==> config.mk <==
export PLATFORM = sky130hd
export DESIGN_NAME = instruction_fetch
export DESIGN_NICKNAME = d
export VERILOG_FILES = /design/src/rtl/instruction_fetch_pkg.sv /design/src/rtl/instruction_fetch.sv
export SDC_FILE = /design/constraint.sdc
export NUM_CORES = 1
export LEC_CHECK = 0
export ABC_AREA = 1
export BUFFER_PORTS_ARGS = -buffer_cell sky130_fd_sc_hd__buf_4
export CAP_MARGIN = 20
export CORE_ASPECT_RATIO = 1.2
export CORE_MARGIN = 5
export CORE_UTILIZATION = 50
export DETAILED_ROUTE_END_ITERATION = 10
export GPL_TIMING_DRIVEN = 0
export PLACE_DENSITY = 0.74
export RECOVER_POWER = 100
export SETUP_SLACK_MARGIN = 0.5
export SYNTH_ARGS = -nofsm -noshare
export SYNTH_HDL_FRONTEND = slang
export SYNTH_SLANG_ARGS = --single-unit
==> constraint.sdc <==
create_clock -name Clk -period 3.03 [get_ports Clk]
set_clock_uncertainty 0.2 [all_clocks]
set_input_delay 0.303 -clock Clk [delete_from_list [all_inputs] [get_ports Clk]]
set_output_delay 0.303 -clock Clk [all_outputs]
set_load 0.01 [all_outputs]
==> src/rtl/instruction_fetch_pkg.sv <==
// instruction_fetch_pkg: shared constants and FSM encoding for the fetch stage
package instruction_fetch_pkg;
    localparam int INSTR_W = 16;
    localparam logic [15:0] RESET_PC_DEF = 16'h0000;
    typedef enum logic [1:0] {
        ST_IDLE    = 2'd0,
        ST_WAIT    = 2'd1,
        ST_DISCARD = 2'd2,
        ST_FAULT   = 2'd3
    } state_t;
endpackage

==> src/rtl/instruction_fetch.sv <==
// instruction_fetch: PC plus single-outstanding req/ack instruction memory read with redirect and timeout fault
module instruction_fetch
    import instruction_fetch_pkg::*;
#(
    parameter int ADDR_W = 16,
    parameter logic [ADDR_W-1:0] RESET_PC = ADDR_W'(RESET_PC_DEF),
    parameter int TIMEOUT = 15
) (
    input  logic               Clk,
    input  logic               Reset_n,
    input  logic               Fetch_En,
    input  logic               Pc_Load,
    input  logic [ADDR_W-1:0]  Pc_Load_Value,
    output logic               Mem_Req,
    output logic [ADDR_W-1:0]  Mem_Addr,
    input  logic               Mem_Ack,
    input  logic [INSTR_W-1:0] Mem_RData,
    output logic [INSTR_W-1:0] Instruction_Out,
    output logic               InstrWrite,
    output logic [ADDR_W-1:0]  PC,
    output logic               Busy,
    output logic               Fault
);
    localparam logic [7:0] TO = 8'(TIMEOUT);
    state_t             state_q, state_d;
    logic [ADDR_W-1:0]  pc_q, pc_d, addr_q, addr_d;
    logic [INSTR_W-1:0] instr_q, instr_d;
    logic               req_q, req_d, iw_q, iw_d, busy_q, busy_d, fault_q, fault_d;
    logic [7:0]         cnt_q, cnt_d, cnt_inc;
    assign cnt_inc = cnt_q + 8'd1;
    always_comb begin
        state_d = state_q;
        pc_d    = pc_q;
        req_d   = req_q;
        instr_d = instr_q;
        iw_d    = 1'b0;
        fault_d = fault_q;
        cnt_d   = cnt_q;
        case (state_q)
            ST_IDLE: begin
                if (Pc_Load) begin
                    pc_d = Pc_Load_Value;
                end else if (Fetch_En) begin
                    req_d   = 1'b1;
                    cnt_d   = 8'd0;
                    state_d = ST_WAIT;
                end
            end
            ST_WAIT: begin
                if (Mem_Ack) begin
                    req_d   = 1'b0;
                    state_d = ST_IDLE;
                    if (Pc_Load) begin
                        pc_d = Pc_Load_Value;
                    end else begin
                        instr_d = Mem_RData;
                        iw_d    = 1'b1;
                        pc_d    = pc_q + ADDR_W'(1);
                    end
                end else begin
                    cnt_d = cnt_inc;
                    if (cnt_inc == TO) begin
                        req_d   = 1'b0;
                        fault_d = 1'b1;
                        state_d = ST_FAULT;
                    end else if (Pc_Load) begin
                        pc_d    = Pc_Load_Value;
                        state_d = ST_DISCARD;
                    end
                end
            end
            ST_DISCARD: begin
                if (Pc_Load) pc_d = Pc_Load_Value;
                if (Mem_Ack) begin
                    req_d   = 1'b0;
                    state_d = ST_IDLE;
                end else begin
                    cnt_d = cnt_inc;
                    if (cnt_inc == TO) begin
                        req_d   = 1'b0;
                        fault_d = 1'b1;
                        state_d = ST_FAULT;
                    end
                end
            end
            default: ;
        endcase
        // the outstanding read keeps its original address while a redirect is pending
        addr_d = (state_d == ST_DISCARD) ? addr_q : pc_d;
        busy_d = (state_d == ST_WAIT) || (state_d == ST_DISCARD);
    end
    always_ff @(posedge Clk or negedge Reset_n) begin
        if (!Reset_n) begin
            state_q <= ST_IDLE;
            pc_q    <= RESET_PC;
            addr_q  <= RESET_PC;
            instr_q <= '0;
            req_q   <= 1'b0;
            iw_q    <= 1'b0;
            busy_q  <= 1'b0;
            fault_q <= 1'b0;
            cnt_q   <= 8'd0;
        end else begin
            state_q <= state_d;
            pc_q    <= pc_d;
            addr_q  <= addr_d;
            instr_q <= instr_d;
            req_q   <= req_d;
            iw_q    <= iw_d;
            busy_q  <= busy_d;
            fault_q <= fault_d;
            cnt_q   <= cnt_d;
        end
    end
    assign Mem_Req         = req_q;
    assign Mem_Addr        = addr_q;
    assign Instruction_Out = instr_q;
    assign InstrWrite      = iw_q;
    assign PC              = pc_q;
    assign Busy            = busy_q;
    assign Fault           = fault_q;
endmodule
---- Word level (Yosys, flattened, before mapping) ----
Index checks and enable logic that the tools add are counted.
W data, S select, Z words.
storage, ports and cells
  register bits after elaboration ......... 62
  output and inout port bits .............. 52
  word-level logic and storage cells ...... 56
cells by class
  $add $sub $neg .......................... 2
  eq/ne operators ......................... 9
  multiplexer cells ....................... 25
  bitwise gates (word level) .............. 2
  reduce and logical (&&, ||, !) cells .... 9
operator list
  cell                     number
  $mux W16                 4
  $pmux W16 S2             1
  $mux W8                  3
  $add A16 B1 Y16 const B  1
  $pmux W8 S2              1
  $mux W2                  7
  $add A8 B1 Y8 const B    1
  $eq A8 B4 Y1 const B     1
  $reduce_and A4 Y1        2
  $mux W1                  7
  $ne A2 B2 Y1 const B     3
  $pmux W2 S3              1
  $reduce_and A3 Y1        2
  $eq A2 B1 Y1 const B     2
  $eq A2 B2 Y1 const B     2
  $reduce_or A2 Y1         2
  $ne A3 B1 Y1 const B     1
  $logic_not A2 Y1         1
  $not A1 Y1               2
  $pmux W1 S2              1
  $reduce_bool A2 Y1       1
  $logic_or A1 B1 Y1       1

---- Depth between registers and ports, before layout ----
Gate-level depths: netlist of the first run.
  depth after elaboration ................. 7
  gate-level depth with buffers ........... 18

---- Least setup slack after synthesis of the first run ----
No wires, ideal clock.
  path type ............................... register to register
  start point ............................. register cnt_q[1]
  end point ............................... register addr_q[11], in the netlist Mem_Addr[11]
  arrival ................................. 2444 ps
  setup slack ............................. 269 ps
  stages on the path, launching flop included .. 18
  path buffers ............................ 3
  clock period less this slack ............ 2761 ps
  path through ............................ dfrtp_1 ha_1 nand2_1 inv_1 nor2_1 nand3_2 nor2_8 nand3_4 buf_6 o211ai_1 nand4_1 o21ai_0 ha_1 clkbuf_1 inv_1 buf_2 nand3_1 nand2_1
between the ends
  cells in the longest elaborated chain, start to end .. 6
RTL lines
  item                               line                                              text
  from (decl)                        instruction_fetch.sv:29                           logic [7:0] cnt_q, cnt_d, cnt_inc;
  from (signal assigned)             instruction_fetch.sv:112                          cnt_q <= cnt_d;
  $add A8 B1 Y8 *                    instruction_fetch.sv:30                           assign cnt_inc = cnt_q + 8'd1;
  $eq A8 B4 Y1 *                     instruction_fetch.sv:62, instruction_fetch.sv:79
  $mux W2, on equally long branches  instruction_fetch.sv:79, instruction_fetch.sv:62
  $mux W2, on equally long branches  instruction_fetch.sv:74, instruction_fetch.sv:50
  $pmux W2 S3                        instruction_fetch.sv:39                           case (state_q)
  $eq A2 B2 Y1                       instruction_fetch.sv:89                           addr_d = (state_d == ST_DISCARD) ? addr_q : pc_d;
  to (signal assigned)               instruction_fetch.sv:106                          addr_q <= addr_d;
  to (decl)                          instruction_fetch.sv:26                           logic [ADDR_W-1:0] pc_q, pc_d, addr_q, addr_d;
Every way passes the cells marked *; elsewhere a longest branch is shown, timed or not.
A chain may end at the register's enable or synchronous reset.

---- Worst setup path after layout of the first run ----
  start point ............................. register cnt_q[1]
  end point ............................... register pc_q[5], in the netlist PC[5]
between the ends
  cells in the longest elaborated chain, start to end .. 5
RTL lines
  item                  line                      text
  $add A8 B1 Y8         instruction_fetch.sv:30
  $eq A8 B4 Y1          instruction_fetch.sv:62   if (cnt_inc == TO) begin
  $mux W16              instruction_fetch.sv:62
  $mux W16              instruction_fetch.sv:50   if (Mem_Ack) begin
  $pmux W16 S2          instruction_fetch.sv:39
  net pc_d[5]           instruction_fetch.sv:26
  to (signal assigned)  instruction_fetch.sv:105  pc_q <= pc_d;
  to (decl)             instruction_fetch.sv:26
The timed path passes the listed nets, and every way through them passes these cells.

==> run_results.csv, run 1 <==
group,metric,value,unit
clock_network,cts_tree,"yes",
timing,slew_violations,63,
critical_path,worstSetupPathType,"reg2reg",
yosys,yosys_warnings,0,
yosys,synth-edff-count,0,
global_routing,grt_max_degree,63,
drt,wl,14.5,mm
worst_hold_path,worstHoldStart,"Mem_Ack",
floorplan,die_x,93.0,um
placed_design,dp.cells,788,
yosys,postSynthCellCount,606,
floorplan,die_area,10200,um^2
timing,tightest_slew,1.56,ns
yosys,syn_avg_cell_area,6.82,um^2
floorplan,core_region_area,8110,um^2
placed_design,io_buffer_count,87,
power_and_ir_drop,intPower,0.00278,W
timing,slew_headroom,-4.19,%
layout,fin_util,68.3,%
worst_hold_path,min_path_cells,4,
clock_network,clk_pin_slew,0.07,ns
yosys,synth-adder-area-share,2.42,%
yosys,syn_nets,651,
drt,num_vias,4771,
yosys,synth_xor_area_share,0.848,%
yosys,synth.area.mux_share,0,%
layout,final_nets,789,
critical_path,critical_path.max_fanout,10,
yosys,ys_ff_latch,62,
layout,diodes,0,
worst_hold_path,hold_end,"Fault",
clock_network,clk_latency,0.36,ns
yosys,synth_top_family_by_area,"simple AND/OR/NAND/NOR gates",
critical_path,worstSetupEndpointType,"register",
power_and_ir_drop,p_per_area,931,nW/um^2
placed_design,hpwl,9.44,mm
critical_path,worstReg2RegStart,"cnt_q[1]",
critical_path,critPathMaxStageDelay,0.64,ns
drt,post_drt_wl_per_cell,17.2,um
floorplan,start_util,50.9,%
yosys,mappedNetlistArea,4130,um^2
timing,hold_viol,0,
yosys,synthArstFlopShare,100,%
layout,drive_above_1_share,18.9,%
run,drv_cap,1,
clock_network,cts_buffer_depth,2,
timing,worst_slack,0.301,ns
clock_network,cts_root_buffer,"clkbuf_8",
timing,fin_crit,2.73,ns
timing,min_period_over_period,90.1,%
power_and_ir_drop,combPwrFrac,51.3,%
timing,setup_violations,0,
drt,drtIter0Drc,434,
yosys,yosysSeqAreaShare,37.6,%
global_routing,grt_pass1_vias,4613,
yosys,ys_dominant_reg_cell,"dfrtp_1",
drt,ant_nets,0,
critical_path,cp_slowest_cell,"clkbuf_1",
yosys,synth-simple-area-share,38.9,%
worst_hold_path,hold_class,"in2reg",
placed_design,gp_congestion,0.949,
layout,syn_to_final_growth,34.0,%
power_and_ir_drop,vdd_ir_drop_max,0.529,mV
clock_network,clock_sinks,62,
critical_path,start_kind,"register",
critical_path,crit_chain,"buf_6, nand2_2, nor2_4, nand3_1, nand2_1, nor2_8, nand3_4, buf_4, clkbuf_1, nand2_2, nand3_1, nand2_1, a21boi_0",
power_and_ir_drop,pwr-share-seq,30.3,%
layout,fill_cells,713,
clock_network,htreeDepth,3,
power_and_ir_drop,clockPowerShare,18.5,%
timing,rsz0062_at_grt,"yes",
critical_path,arrival,2.79,ns
global_routing,grt-ovfl-total,0,
layout,ff_latch_area,1550,um^2
critical_path,critPathRequiredTime,3.09,ns
timing,clock.fmax,0.366,GHz
power_and_ir_drop,power.leakage,2.84,nW
drt,viasPerCell,5.66,
power_and_ir_drop,p_sw,0.00237,W
floorplan,rows,36,
critical_path,r2r_cells,13,
global_routing,grt_usage,29.1,%
drt,drc,0,
clock_network,numCtsBuffers,9,
run_status,violations,"max-capacitance violations, max-slew violations",
floorplan,die_y,110,um
yosys,ys_types,34,
placed_design,dp_slack,0.0886,ns
critical_path,r2r_slack,0.30,ns
floorplan,ios,89,
layout,multiInputGateArea,2340,um^2
power_and_ir_drop,sw_frac_of_total,46.1,%
global_routing,antenna_found_initial,0,
layout,final_cells,843,
global_routing,grt_pass1_wl,22.8,mm
run_status,status,"finished, violations left",
drt,drt-pass1-iter-count,9,
critical_path,r2r-end,"PC[5]",
yosys,synth_compound_area_share,10.7,%
timing,tns,0,ns
-- worst max path at each step --
stage	from	end	slack, ns
floorplan	cnt_q[1]	Mem_Addr[11]	0.50
finish	cnt_q[1]	PC[5]	0.30
CTS	cnt_q[1]	Mem_Addr[11]	0.44
global route	cnt_q[0]	PC[8]	0.19
detailed placement	cnt_q[1]	Mem_Addr[5]	0.09
global placement	cnt_q[1]	Mem_Addr[5]	0.15
-- Yosys cell counts (4+ instances only) --
cell type	n	area, um^2
nor3_1	8	40.0
nor2_1	31	116
ha_1	8	100
clkbuf_1	11	41.3
nand3_1	55	275
buf_2	6	30.0
nand2_1	228	856
a21boi_1	15	113
a21oi_1	26	130
inv_1	64	240
inv_2	4	15.0
dfrtp_1	62	1550
o21ai_0	19	95.1
nand4_1	22	138
nand2_2	12	75.1
-- cells in the final DEF (no fill, tap or decap), types with 4 or more instances in the layout --
cell             n
clkbuf_1        61
o21ai_0         19
nand3_1         41
dlygate4sd3_1   17
a21oi_1         26
inv_1           62
nor2_1          31
inv_2            4
clkbuf_8        13
buf_2            4
nand2_1        223
a21boi_0        13
buf_4           56
nand3_2         14
ha_1             6
nor3_1           8
nand2_2         15
dfrtp_1         60
buf_6            4
nand3_4          4
nand4_1         22
-- critical path, delay by kind of cell (launching register included) --
family,cells,cell delay (ns)
DFF,1,0.41
AOI/OAI and AO/OA,1,0.22
buffers and inverters,3,0.89
and+or+nand+nor,9,0.91
-- through the flow --
stage                     hold slack (ns)  area [um^2]  total power, W
after CTS                           0.161         5710         0.00538
final                               0.190         5530         0.00515
after detailed placement            0.242         4920         0.00414
after floorplan                    -0.193         4150         0.00308
after global placement              0.238         4920         0.00407
after global routing                0.201         5530         0.00555
-- metal layers --
layer  up-vias  routed length (um)  global-route usage (%)
met2       258                7060                    48.7
met1      2228                5470                    34.2
met4         0                 534                    13.7
met3        57                1410                    8.69
li1       2228                   -                       -
met5         -                   0                       0
-- power by group through the flow --
| stage | sequential (W) | combinational (W) | clock [W] |
|---|---|---|---|
| floorplan | 0.00164 | 0.00144 | 0 |
| global placement | 0.00155 | 0.00252 | 0 |
| detailed placement | 0.00156 | 0.00258 | 0 |
| CTS | 0.00155 | 0.00287 | 0.000957 |
| global route | 0.00160 | 0.00294 | 0.00100 |
| finish | 0.00156 | 0.00264 | 0.000951 |
-- layout make-up --
class / instances / share of cell area, %
Clock inverter: 3 / 1.63
Clock buffer: 12 / 2.98
Inverter: 71 / 5.09
Buffer: 23 / 2.83
Multi-Input combinational cell: 450 / 42.3
Sequential cell: 62 / 28.1
Timing Repair Buffer: 127 / 15.0
Tap cell: 95 / 2.15
-- state kept, by name, summed over array words and instances (netlist names), named ones only --
register,flops
InstrWrite,1
PC,16
state_q,1
Mem_Req,1
cnt_q,8
Fault,1
Busy,1
Mem_Addr,16
Instruction_Out,16
-- timing repair --
item / 4_1_cts / 5_1_grt
endpoints found under the hold margin: 78 / 0
gates cloned: 1 / 0
gates resized for setup: 46 / 13
endpoints found under the setup margin: 16 / 25
buffers inserted: 19 / 3
hold buffers: 17 / 0
pin swaps: 42 / 10
-- kinds of logic after synthesis --
kind of cell,Yosys count
adders and majority gates,8
DFF,62
xor gates and xnor gates,4
buffers and inverters,94
and+or+nand+nor,364
AOI/OAI and AO/OA,74
(Power assumes the default switching activity.)
==> run 2: changes to the inputs <==
BUFFER_PORTS_ARGS = not set   (was -buffer_cell sky130_fd_sc_hd__buf_4)
CTS_BUF_LIST = sky130_fd_sc_hd__clkbuf_2 sky130_fd_sc_hd__clkbuf_4 sky130_fd_sc_hd__clkbuf_8   (was not set)
DONT_BUFFER_PORTS = 1   (was not set)
PLACE_DENSITY = not set   (was 0.74)
SLEW_MARGIN = 40   (was not set)
==> run 2 against run 1 <==
Final area shrank 11%. Highest routed layer unchanged. Critical endpoint is now Mem_Addr[14]. Hold slack lost 0.17 ns. Largest cell class unchanged. Sequential share of layout area grew 3.5 points. Critical path depth grew 5. The run still ends with max-capacitance violations, max-slew violations left. Via count shrank 13%. Fmax shrank 0.82%.
==> run_results.csv, run 2 (synthesized netlist as in run 1, its figures left out) <==
group,metric,value,unit
timing,tightest_slew,1.53,ns
drt,viasPerCell,5.55,
drt,ant_nets,0,
layout,final_cell_mix,"nand2_1 (219), dfrtp_1 (62), inv_1 (62), nand3_1 (42), nor2_1 (31)",
floorplan,die_area,10200,um^2
floorplan,core_region_area,8110,um^2
worst_hold_path,hold_class,"in2reg",
run_status,violations,"max-capacitance violations, max-slew violations",
drt,num_vias,4157,
drt,drc,0,
timing,min_period_over_period,90.8,%
clock_network,cts_buffer_depth,2,
clock_network,htreeDepth,3,
global_routing,grt_pass1_vias,4161,
power_and_ir_drop,power.leakage,2.54,nW
placed_design,hpwl,8.95,mm
global_routing,grt_pass1_wl,21.2,mm
timing,rsz0062_at_grt,"yes",
clock_network,clk_latency,0.35,ns
layout,multiInputGateArea,2310,um^2
global_routing,grt_usage,26.9,%
clock_network,cts_tree,"yes",
layout,final_nets,694,
clock_network,cts_root_buffer,"clkbuf_8",
timing,slew_violations,63,
floorplan,ios,89,
placed_design,gp_congestion,0.960,
timing,hold_viol,0,
layout,diodes,0,
layout,design_area,4910,um^2
drt,drtIter0Drc,280,
timing,fin_crit,2.75,ns
drt,post_drt_wl_per_cell,17.5,um
critical_path,start_kind,"register",
floorplan,rows,36,
placed_design,post_dp_cell_area,4270,um^2
critical_path,worstSetupEndpointType,"register",
timing,clock.fmax,0.363,GHz
power_and_ir_drop,p_per_area,920,nW/um^2
timing,slew_headroom,-2.07,%
global_routing,antenna_found_initial,0,
critical_path,arrival,2.80,ns
placed_design,io_buffer_count,0,
worst_hold_path,min_path_cells,3,
layout,fill_cells,772,
critical_path,critPathRequiredTime,3.07,ns
drt,drt-pass1-iter-count,5,
run,drv_cap,1,
critical_path,r2r_cells,18,
clock_network,clk_pin_slew,0.07,ns
floorplan,start_util,50.9,%
timing,setup_violations,0,
drt,wl,13.1,mm
power_and_ir_drop,vdd_ir_drop_max,0.590,mV
layout,drive_above_1_share,15.0,%
run_status,status,"finished, violations left",
clock_network,clock_sinks,62,
floorplan,die_y,110,um
layout,syn_to_final_growth,19.0,%
critical_path,critical_path.max_fanout,5,
clock_network,numCtsBuffers,9,
critical_path,worstSetupPathType,"reg2reg",
timing,tns,0,ns
layout,final_common_cell,"nand2_1",
global_routing,grt-ovfl-total,0,
layout,ff_latch_area,1550,um^2
floorplan,die_x,93.0,um
global_routing,grt_max_degree,63,
-- run 2: cell types whose count changed in the layout (fill, tap and decap cells not counted), moves of 3 or more --
cell       change
clkbuf_1      -52
bufinv_16      -3
clkbuf_8       -3
clkinv_2       +3
nand2_1        -4
buf_4         -44
nand2_2        +5
-- run 2: per-stage QoR --
stage / total power (W) / hold WS [ns] / utilization (%) / setup WS, ns / cells
2_1_floorplan: 0.00308 / -0.193 / - / 0.504 / 606
3_5_place_dp: 0.00361 / -0.191 / 52.7 / 0.0717 / 701
5_1_grt: 0.00493 / 0.0194 / 60.6 / 0.144 / 749
6_report: 0.00452 / 0.0158 / 60.6 / 0.278 / 749
4_1_cts: 0.00452 / 0.0141 / 60.7 / 0.426 / 748
3_3_place_gp: 0.00357 / -0.191 / 52.7 / 0.124 / 701
-- run 2: final timing paths --
| check | startpoint | endpoint | slack (ns) |
|---|---|---|---|
| setup / recovery | cnt_q[0] | Mem_Addr[14] | 0.28 |
| hold / removal | Mem_Ack | Fault | 0.02 |
| setup reg to reg | cnt_q[0] | Mem_Addr[14] | 0.28 |
| hold reg to reg | Instruction_Out[4] | Instruction_Out[4] | 0.34 |
| max in group asynchronous | Reset_n | PC[6] | 1.03 |
| min in group asynchronous | Reset_n | cnt_q[3] | 0.68 |
-- run 2: critical path: stages, from the launching register on --
cell and delay [ns]:
dfrtp_1 0.40, ha_1 0.27, nand2_1 0.10, inv_2 0.06, nor2_4 0.11, nand3_4 0.10
nor2_8 0.15, nand3_4 0.09, buf_8 0.14, o21ai_2 0.05, nand3_1 0.09, nand4_1 0.11
nand2_2 0.09, ha_4 0.17, clkbuf_16 0.15, buf_6 0.12, buf_6 0.13, nand2_2 0.06
nand2_2 0.05
-- run 2: final cells by class --
type	instances	area share (%)
Clock inverter	6	0.789
Multi-Input combinational cell	450	47.0
Clock buffer	10	2.67
Timing Repair Buffer	32	6.42
Buffer	23	3.51
Tap cell	95	2.42
Sequential cell	62	31.6
Inverter	71	5.60
-- run 2: routing by layer --
| layer | up-vias | GRT usage, % | part of all wire, % |
|---|---|---|---|
| met5 | - | 0 | 0 |
| met4 | 0 | 11.5 | 2.5 |
| met3 | 29 | 7.12 | 7.8 |
| met2 | 179 | 46.3 | 49 |
| met1 | 1918 | 31.8 | 41 |
| li1 | 2031 | - | - |
-- run 2: where the power goes --
group          leakage [nW]  switching [W]  total (W)  internal (W)
registers             0.766       0.000561    0.00176       0.00120
clock network        0.0855       0.000339   0.000641      0.000302
logic                  1.68        0.00133    0.00211      0.000784
total                  2.54        0.00223    0.00452       0.00229
-- run 2: timing repair --
action | in CTS | in global routing
buffers inserted | 12 | 1
pin swaps | 18 | 9
hold buffers | 18 | 0
resized for setup | 39 | 8
gates cloned | 1 | 0
setup endpoints to repair | 16 | 26
endpoints found under the hold margin | 78 | 0
==> run 3: changes to the inputs <==
ABC_AREA = 0   (was 1)
==> run 3 against run 2 <==
Non-clock buffer count rose by 20. Combinational power barely moved. Cell count fell by 20%. Die area fell by 4.1%. Largest cell class unchanged. Highest routed layer unchanged. Fmax fell by 5.0%. The run still ends with max-capacitance violations, max-slew violations left. First-iteration DRC count rose by 18%. Register-to-register slack got worse by 0.15 ns. Wire length fell by 2.2%. Global-route usage fell by 0.99 points. Via count fell by 6.7%.
==> run_results.csv, run 3 <==
group,metric,value,unit
power_and_ir_drop,vdd_ir_drop_max,0.545,mV
yosys,ys_ff_latch,62,
timing,min_period_over_period,95.6,%
clock_network,cts_root_buffer,"clkbuf_8",
power_and_ir_drop,clockPowerShare,18.2,%
layout,diodes,0,
yosys,mappedNetlistArea,3940,um^2
layout,final_cells,598,
critical_path,critPathRequiredTime,3.08,ns
critical_path,cpMostUsedCell,"buf_6",
placed_design,gp_congestion,0.890,
power_and_ir_drop,intPower,0.00258,W
global_routing,grt_max_degree,63,
yosys,synthArstFlopShare,100,%
drt,drc,0,
yosys,ys_dominant_reg_cell,"dfrtp_1",
layout,final_nets,546,
critical_path,worstSetupEndpointType,"register",
layout,fill_cells,657,
power_and_ir_drop,p_per_area,920,nW/um^2
clock_network,cts_tree,"yes",
global_routing,antenna_found_initial,0,
critical_path,arrival,2.95,ns
yosys,yosysSeqAreaShare,39.4,%
global_routing,grt_usage,26.0,%
yosys,synth_top_area_share,39.4,%
critical_path,start_kind,"register",
floorplan,ios,89,
global_routing,grt_pass1_vias,3941,
yosys,ys_types,65,
layout,final_common_cell,"dfrtp_1",
placed_design,io_buffer_count,0,
drt,wl_met3,1.02,mm
drt,post_drt_wl_per_cell,21.4,um
floorplan,die_y,107,um
drt,drtIter0Drc,330,
yosys,synth_area_leader_cell,"dfrtp_1",
placed_design,hpwl,8.51,mm
drt,num_vias,3880,
timing,clock.fmax,0.345,GHz
timing,setup_violations,0,
clock_network,clk_pin_slew,0.08,ns
critical_path,critPathMaxStageDelay,0.42,ns
critical_path,worstSetupPathType,"reg2reg",
timing,rsz0062_at_grt,"yes",
power_and_ir_drop,sw_frac_of_total,44.6,%
global_routing,grt-ovfl-total,0,
drt,drt-pass1-iter-count,7,
critical_path,crit_buf_inv,6,
drt,wl,12.8,mm
layout,ff_latch_area,1560,um^2
worst_hold_path,hold_class,"in2reg",
critical_path,cp_slowest_cell,"dfrtp_1",
yosys,syn_avg_cell_area,8.84,um^2
layout,multiInputGateArea,2470,um^2
clock_network,numCtsBuffers,9,
layout,syn_to_final_growth,28.4,%
timing,slew_violations,63,
run_status,violations,"max-capacitance violations, max-slew violations",
timing,slew_headroom,-3.19,%
layout,final_cell_mix,"dfrtp_1 (59), nand2_1 (47), nor2_1 (32), o21ai_0 (32)",
critical_path,crit_chain,"ha_4, xnor2_2, nor4b_4, buf_4, buf_6, buf_6, buf_6, buf_6, nand4_1, clkbuf_2, o21ai_4, o221ai_2, a221oi_1",
yosys,synth-edff-count,0,
power_and_ir_drop,combPwrFrac,44.6,%
run_status,status,"finished, violations left",
run,drv_cap,1,
drt,ant_nets,0,
critical_path,critPathTopFamily,"buffers and inverters",
yosys,synth_common_cells,"dfrtp_1 (62), nand2_1 (52), o21ai_0 (36)",
timing,hold_viol,0,
drt,viasPerCell,6.49,
floorplan,die_x,91.1,um
drt,wl_met2,6.36,mm
layout,drive_above_1_share,27.7,%
timing,tightest_slew,1.55,ns
floorplan,die_area,9770,um^2
timing,fin_crit,2.90,ns
power_and_ir_drop,power,0.00466,W
critical_path,critical_path.max_fanout,8,
yosys,syn_nets,491,
yosys,yosys_warnings,0,
drt,top_layer,"met4",
placed_design,dp.cells,538,
clock_network,htreeDepth,3,
floorplan,start_util,51.2,%
power_and_ir_drop,p_sw,0.00208,W
power_and_ir_drop,power.leakage,2.07,nW
yosys,synth_most_common_cell,"dfrtp_1",
power_and_ir_drop,pwr-share-seq,37.2,%
yosys,postSynthCellCount,446,
clock_network,clock_sinks,62,
layout,fin_util,65.7,%
drt,drt-met1-wl,4.79,mm
clock_network,cts_buffer_depth,2,
yosys,synth_area_leaders,"dfrtp_1 (39%), mux2_2 (7.1%), nand2_1 (5.0%)",
floorplan,rows,35,
floorplan,core_region_area,7710,um^2
clock_network,clk_latency,0.36,ns
global_routing,grt_pass1_wl,20.0,mm
==> run 3: changes by cell type in the layout (fill, tap and decap cells not counted), sizes merged, moves of 7 or more <==
cell,change
mux2,+25
nand2,-187
mux2i,+7
buf,+8
clkbuf,+9
a21boi,-16
o31ai,+8
o21ai,+16
inv,-52
nand4,-16
nor3,+8
nand3,-48
xnor2,+9
==> run 3: kinds of logic (layout without fill, tap and decap cells) <==
kind of cell	after synthesis	in the layout	synth area share, %
AO/OA/AOI/OAI	138	138	23.4
buffers and inverters	48	108	5.30
multiplexers	32	32	8.92
XOR/XNOR	13	13	2.89
adder cells (fa/ha/maj)	8	8	2.54
flip-flops	62	62	39.4
AND/OR/NAND/NOR	145	145	17.6
==> run 3: timing repair <==
action / 4_1_cts / 5_1_grt
resized for setup: 44 / 50
hold endpoints to repair: 80 / 0
setup buffers: 16 / 6
setup endpoints to repair: 26 / 36
hold buffers: 20 / 0
pin swaps: 14 / 15
gates cloned: 1 / 1
==> run 3: final timing paths <==
kind / from / endpoint / slack, ns / cells past startpoint
worst max-delay path: cnt_q[1] / Mem_Addr[8] / 0.13 / 13
worst min-delay path: Pc_Load_Value[7] / Mem_Addr[7] / 0.01 / 2
worst max register to register: cnt_q[1] / Mem_Addr[8] / 0.13 / 13
worst min register to register: cnt_q[4] / cnt_q[4] / 0.34 / 2
max in group asynchronous: Reset_n / cnt_q[3] / 0.88 / 2
min in group asynchronous: Reset_n / PC[13] / 0.68 / 2
==> run 3: final cells by class <==
type                            instances  share of cell area (%)
Multi-Input combinational cell        336                    48.8
Sequential cell                        62                    30.7
Timing Repair Buffer                   44                    8.40
Buffer                                 31                    3.91
Clock buffer                            9                    2.45
Tap cell                               92                    2.27
Clock inverter                          7                    1.93
Inverter                               17                    1.51
==> run 3: metrics by stage <==
step | setup TNS, ns | hold slack [ns] | area (um^2) | setup slack [ns]
after floorplan | 0 | -0.193 | 4010 | 0.181
after CTS | 0 | 0.0128 | 4910 | 0.154
after global placement | -2.41 | -0.191 | 4120 | -0.268
final | 0 | 0.00964 | 5060 | 0.133
after detailed placement | -2.63 | -0.191 | 4120 | -0.277
after global routing | 0 | 0.0344 | 5060 | 0.0226
==> run 3: power by group through the flow <==
stage / clock network, W / logic (W) / registers (W)
finish: 0.000847 / 0.00208 / 0.00173
global route: 0.000892 / 0.00229 / 0.00180
CTS: 0.000847 / 0.00193 / 0.00174
detailed placement: 0 / 0.00171 / 0.00176
global placement: 0 / 0.00168 / 0.00175
floorplan: 0 / 0.00137 / 0.00163
==> run 3: routing by layer <==
metal,up-vias,GRT usage [%]
met1,1887,29.2
met4,0,13.6
met5,-,0
met2,191,44.4
li1,1758,-
met3,44,7.34
